--- src/rtl/movavg_inv.sv ---
// movavg_inv -- inverse of the TAPS-tap moving-sum filter.
//
// Takes the forward filter's output stream y and rebuilds the original
// samples x bit-exactly with the recurrence
//     x[n] = y[n] - y[n-1] + x[n-TAPS]   (all arithmetic modulo 2^W)
// which follows from y[n] - y[n-1] = x[n] - x[n-TAPS].
//
// Ports:
//   clk        rising-edge clock
//   reset      asynchronous, active-low reset
//   y_in       filtered sample from the forward filter
//   in_valid   y_in is valid this cycle
//   in_ready   block can take a sample this cycle
//   x_out      reconstructed sample (registered)
//   out_valid  x_out is valid
//   out_ready  downstream takes x_out this cycle
//   count      number of samples handed downstream since reset (wraps)
module movavg_inv #(
  parameter int W    = 64,
  parameter int TAPS = 4,
  parameter int CW   = 32
) (
  input  logic          clk,
  input  logic          reset,
  input  logic [W-1:0]  y_in,
  input  logic          in_valid,
  output logic          in_ready,
  output logic [W-1:0]  x_out,
  output logic          out_valid,
  input  logic          out_ready,
  output logic [CW-1:0] count
);

  // Previous accepted input and history of decoded samples.
  // xh_reg[k] holds x[n-k] relative to the next sample to be decoded.
  logic [W-1:0]  y_prev_reg;
  logic [W-1:0]  xh_reg [1:TAPS];

  logic [W-1:0]  x_out_reg;
  logic          out_valid_reg;
  logic [CW-1:0] count_reg;

  logic          accept;
  logic          xfer;
  logic [W-1:0]  x_next;

  // Single-entry output stage: room whenever it is empty or being drained
  // in the same cycle, so back-to-back samples flow at one per clock.
  assign in_ready = !out_valid_reg || out_ready;
  assign accept   = in_valid && in_ready;
  assign xfer     = out_valid_reg && out_ready;

  // Modular subtraction/addition wraps naturally at W bits.
  assign x_next   = y_in - y_prev_reg + xh_reg[TAPS];

  always_ff @(posedge clk or negedge reset) begin
    if (!reset) begin
      y_prev_reg <= '0;
      for (int k = 1; k <= TAPS; k++) begin
        xh_reg[k] <= '0;
      end
    end else if (accept) begin
      // History advances only on accepted samples; idle and stalled
      // cycles leave it untouched so bubbles cannot corrupt the decode.
      y_prev_reg <= y_in;
      for (int k = TAPS; k >= 2; k--) begin
        xh_reg[k] <= xh_reg[k-1];
      end
      xh_reg[1] <= x_next;
    end
  end

  always_ff @(posedge clk or negedge reset) begin
    if (!reset) begin
      x_out_reg     <= '0;
      out_valid_reg <= 1'b0;
      count_reg     <= '0;
    end else begin
      if (accept) begin
        // A new sample replaces the output even when the old one is
        // leaving this same cycle, keeping valid high with no gap.
        x_out_reg     <= x_next;
        out_valid_reg <= 1'b1;
      end else if (xfer) begin
        out_valid_reg <= 1'b0;
      end
      if (xfer) begin
        count_reg <= count_reg + CW'(1);
      end
    end
  end

  assign x_out     = x_out_reg;
  assign out_valid = out_valid_reg;
  assign count     = count_reg;

endmodule

--- config.mk ---
export PLATFORM = sky130hd
export DESIGN_NAME = movavg_inv
export DESIGN_NICKNAME = d
export VERILOG_FILES = /design/src/rtl/movavg_inv.sv
export SDC_FILE = /design/constraint.sdc
export NUM_CORES = 1
export LEC_CHECK = 0
export ABC_CLOCK_PERIOD_IN_PS = 3750
export BUFFER_PORTS_ARGS = -buffer_cell sky130_fd_sc_hd__buf_4
export CAP_MARGIN = 10
export CORE_ASPECT_RATIO = 0.5
export CORE_UTILIZATION = 57
export DETAILED_ROUTE_END_ITERATION = 16
export PLACE_DENSITY_LB_ADDON = 0.25
export RECOVER_POWER = 25
export SLEW_MARGIN = 0
export SYNTH_ARGS = -nofsm -noshare
export SYNTH_HDL_FRONTEND = slang
export SYNTH_SLANG_ARGS = --single-unit
export TNS_END_PERCENT = 100
--- constraint.sdc ---
create_clock -name clk -period 3.75 [get_ports clk]
set_clock_uncertainty 0.05 [all_clocks]
set_input_delay 0.375 -clock clk [delete_from_list [all_inputs] [get_ports clk]]
set_output_delay 0.375 -clock clk [all_outputs]
set_load 0.02 [all_outputs]
==> out/metrics.yaml <==
power_density_nw_per_um2: 811
dr_wl_met3_um: 1810
instances_no_fill: 2803
vias: 14700
syn_to_final_growth_pct: 13.3
fillers: 2755
fin_nets: 2536
period_needed_ns: 3.60
clk_latency_ns: 0.52
hold_viol_final: 0
drt-initial-drc-count: 1275
highest_layer: "met4"
syn_area_per_cell_sq_um: 8.64
antenna_found_initial: 0
layout-drive-gt1-share_pct: 12.4
yosysWarnings: 0
endpoint_kind: "register"
placed_cells: 2742
synthFlopType: "dfrtp_1"
place_congestion: 0.894
grt_remaining_overflow: 0
clock_sinks: 353
wirelength_um: 40900
slew-limit-headroom_pct: -11.8
rows: 47
io_pins: 166
synth.distinct_cells: 64
violations: "max-capacitance violations, max-slew violations"
drc: 0
post-route-period-util_pct: 95.9
coreArea_sq_um: 33300
syn_area_sq_um: 19400
cts_root_buf: "clkbuf_16"
clk_pin_slew_ns: 0.07
port-buffer-count: 165
power.total_mw: 17.9
diodes: 0
viasPerCell: 5.26
setup_viol: 0
dieArea_sq_um: 34900
peakVddDrop_mv: 0.351
wl_met2_um: 18900
dp_hpwl_um: 29200
grt_first_pass_wirelength_um: 69600
holdCritPathClass: "input port to register"
htree_levels: 2
synth_edf_count: 0
p_leak_nw: 11.5
max_freq_mhz: 278
die_y_um: 133
worstSetupStartpointType: "register"
cts_tree: "yes"
ant_nets: 0
synth_cells: 2248
arrival_ns: 3.96
required_ns: 4.11
finalMaxSlewViolations: 65
worst_pin_slew_ns: 1.68
die_width_um: 263
grt_max_degree: 83
outcome: "finished with violations"
largest_reg_flops: 192
crit_fanout: 5
cts_buffer_depth: 3
wl_per_cell_um: 14.6
ys_seq_area_share_pct: 45.5
multi_input_area_sq_um: 8790
synth_nets: 2444
cts_inserted_buffers: 34
synth_seq_cells: 353
start_util_pct: 58.4
regArea_sq_um: 8830
path_class: "register to register"
drt-met1-wl_um: 19600
dr.pass1.iters: 5
grt_pass1_vias: 14100
drv_cap: 1
rsz0062_at_grt: "yes"
ys_async_sr_fraction_pct: 100
grt.total_usage_pct: 24.2
[what timing repair did]
item	CTS	global route
endpoints found under the setup margin	0	7
gates resized for setup	0	4
hold buffers	2	0
setup buffers	0	1
hold endpoints to repair	61	0
[path summary, 6_finish.rpt]
| path | from | end | slack (ns) | cells past startpoint |
|---|---|---|---|---|
| setup / recovery | y_prev_reg[1] | x_out[60] | 0.15 | 12 |
| hold / removal | y_in[0] | y_prev_reg[0] | 0.04 | 3 |
| setup reg to reg | y_prev_reg[1] | x_out[60] | 0.15 | 12 |
| hold reg to reg | xh_reg[139] | xh_reg[75] | 0.41 | 2 |
| max in group asynchronous | reset | xh_reg[176] | 0.76 | 3 |
| min in group asynchronous | reset | count[10] | 0.78 | 2 |
[cells by family after synthesis]
logic type / after synthesis / share of synthesized area [%]
muxes: 3 / 0.167
adders and majority gates: 128 / 10.7
and+or+nand+nor: 844 / 17.8
xor gates and xnor gates: 81 / 3.65
buffers and inverters: 426 / 9.49
AOI/OAI and AO/OA: 413 / 12.7
DFF: 353 / 45.5
[through the flow]
step	util, %	worst slack (ns)	instance area [sq um]	hold slack (ns)	TNS (ns)
detailed placement	62.7	-0.0260	20900	0.318	-0.0262
global placement	62.7	0.0371	20900	0.317	0
finish	66.2	0.153	22000	0.0402	0
CTS	66.2	0.0290	22000	0.0232	0
floorplan	-	0.388	19400	0.0294	0
global route	66.2	-0.00892	22000	0.0389	-0.00892
[cell usage in the layout, fill, tap and decap left out, types with 8 or more instances in the layout]
master / count
a21o_1: 36
nand4_1: 21
xnor2_1: 49
or3_1: 8
nor3_1: 11
nor2_1: 56
o21bai_1: 13
a31oi_1: 9
nand2_1: 659
ha_1: 65
and3_1: 8
inv_1: 265
buf_4: 203
fa_1: 63
o21ai_0: 203
clkbuf_8: 9
o31ai_1: 9
a21oi_1: 84
nand2b_1: 8
dfrtp_1: 353
o21a_1: 11
clkbuf_16: 37
nand3_1: 37
xor2_1: 32
[worst max-delay path, stage by stage, from the launching register on]
cell and delay [ns]:
dfrtp_1 0.40, fa_1 0.51, fa_1 0.47, nor2b_1 0.20, o2111ai_1 0.17, nand3b_1 0.19
a221oi_4 0.09, buf_12 0.15, a2111oi_4 0.40, o211ai_2 0.22, a211oi_2 0.31, nor4_1 0.09
o31ai_1 0.24
[routing by layer]
metal | vias to the layer above | GRT usage [%]
met5 | - | 0
met4 | 0 | 4.81
met3 | 53 | 3.52
met2 | 318 | 38.6
met1 | 7082 | 35.6
li1 | 7278 | -
[layout make-up]
class | count | share of cell area (%)
flip-flops and latches | 353 | 40.1
multi-input cells | 1469 | 39.9
repair buffers | 217 | 7.77
clock buffers | 49 | 4.82
inverters | 265 | 4.52
well taps | 441 | 2.51
clock inverters | 9 | 0.369
[power breakdown]
group | total [mW] | internal, mW | switching (mW) | leakage [nW]
Clock | 3.55 | 2.04 | 1.50 | 0.571
Combinational | 8.54 | 3.43 | 5.11 | 6.40
Sequential | 5.77 | 5.00 | 0.764 | 4.49
[cell usage after synthesis, types with 5 or more instances]
cell type	instances	area share [%]
o211ai_1	7	0.27
a31oi_1	9	0.29
nand2_1	660	13
nor2_1	57	1.1
xor2_1	32	1.4
xnor2_1	49	2.2
inv_1	265	5.1
o21ai_0	203	5.2
and2_1	7	0.23
o31ai_1	9	0.35
or3_1	8	0.26
nand4_1	21	0.68
nand3_1	37	0.95
a21oi_1	84	2.2
a21o_1	36	1.4
nor2b_1	5	0.16
o21a_1	11	0.43
dfrtp_1	353	45
o21bai_1	13	0.50
fa_1	63	6.5
a211oi_1	6	0.23
nand2b_1	8	0.26
and3_1	8	0.26
ha_1	65	4.2
nor3_1	11	0.28
clkbuf_1	93	1.8
buf_4	64	2.5
No activity file was read; power rests on OpenSTA's default activity.
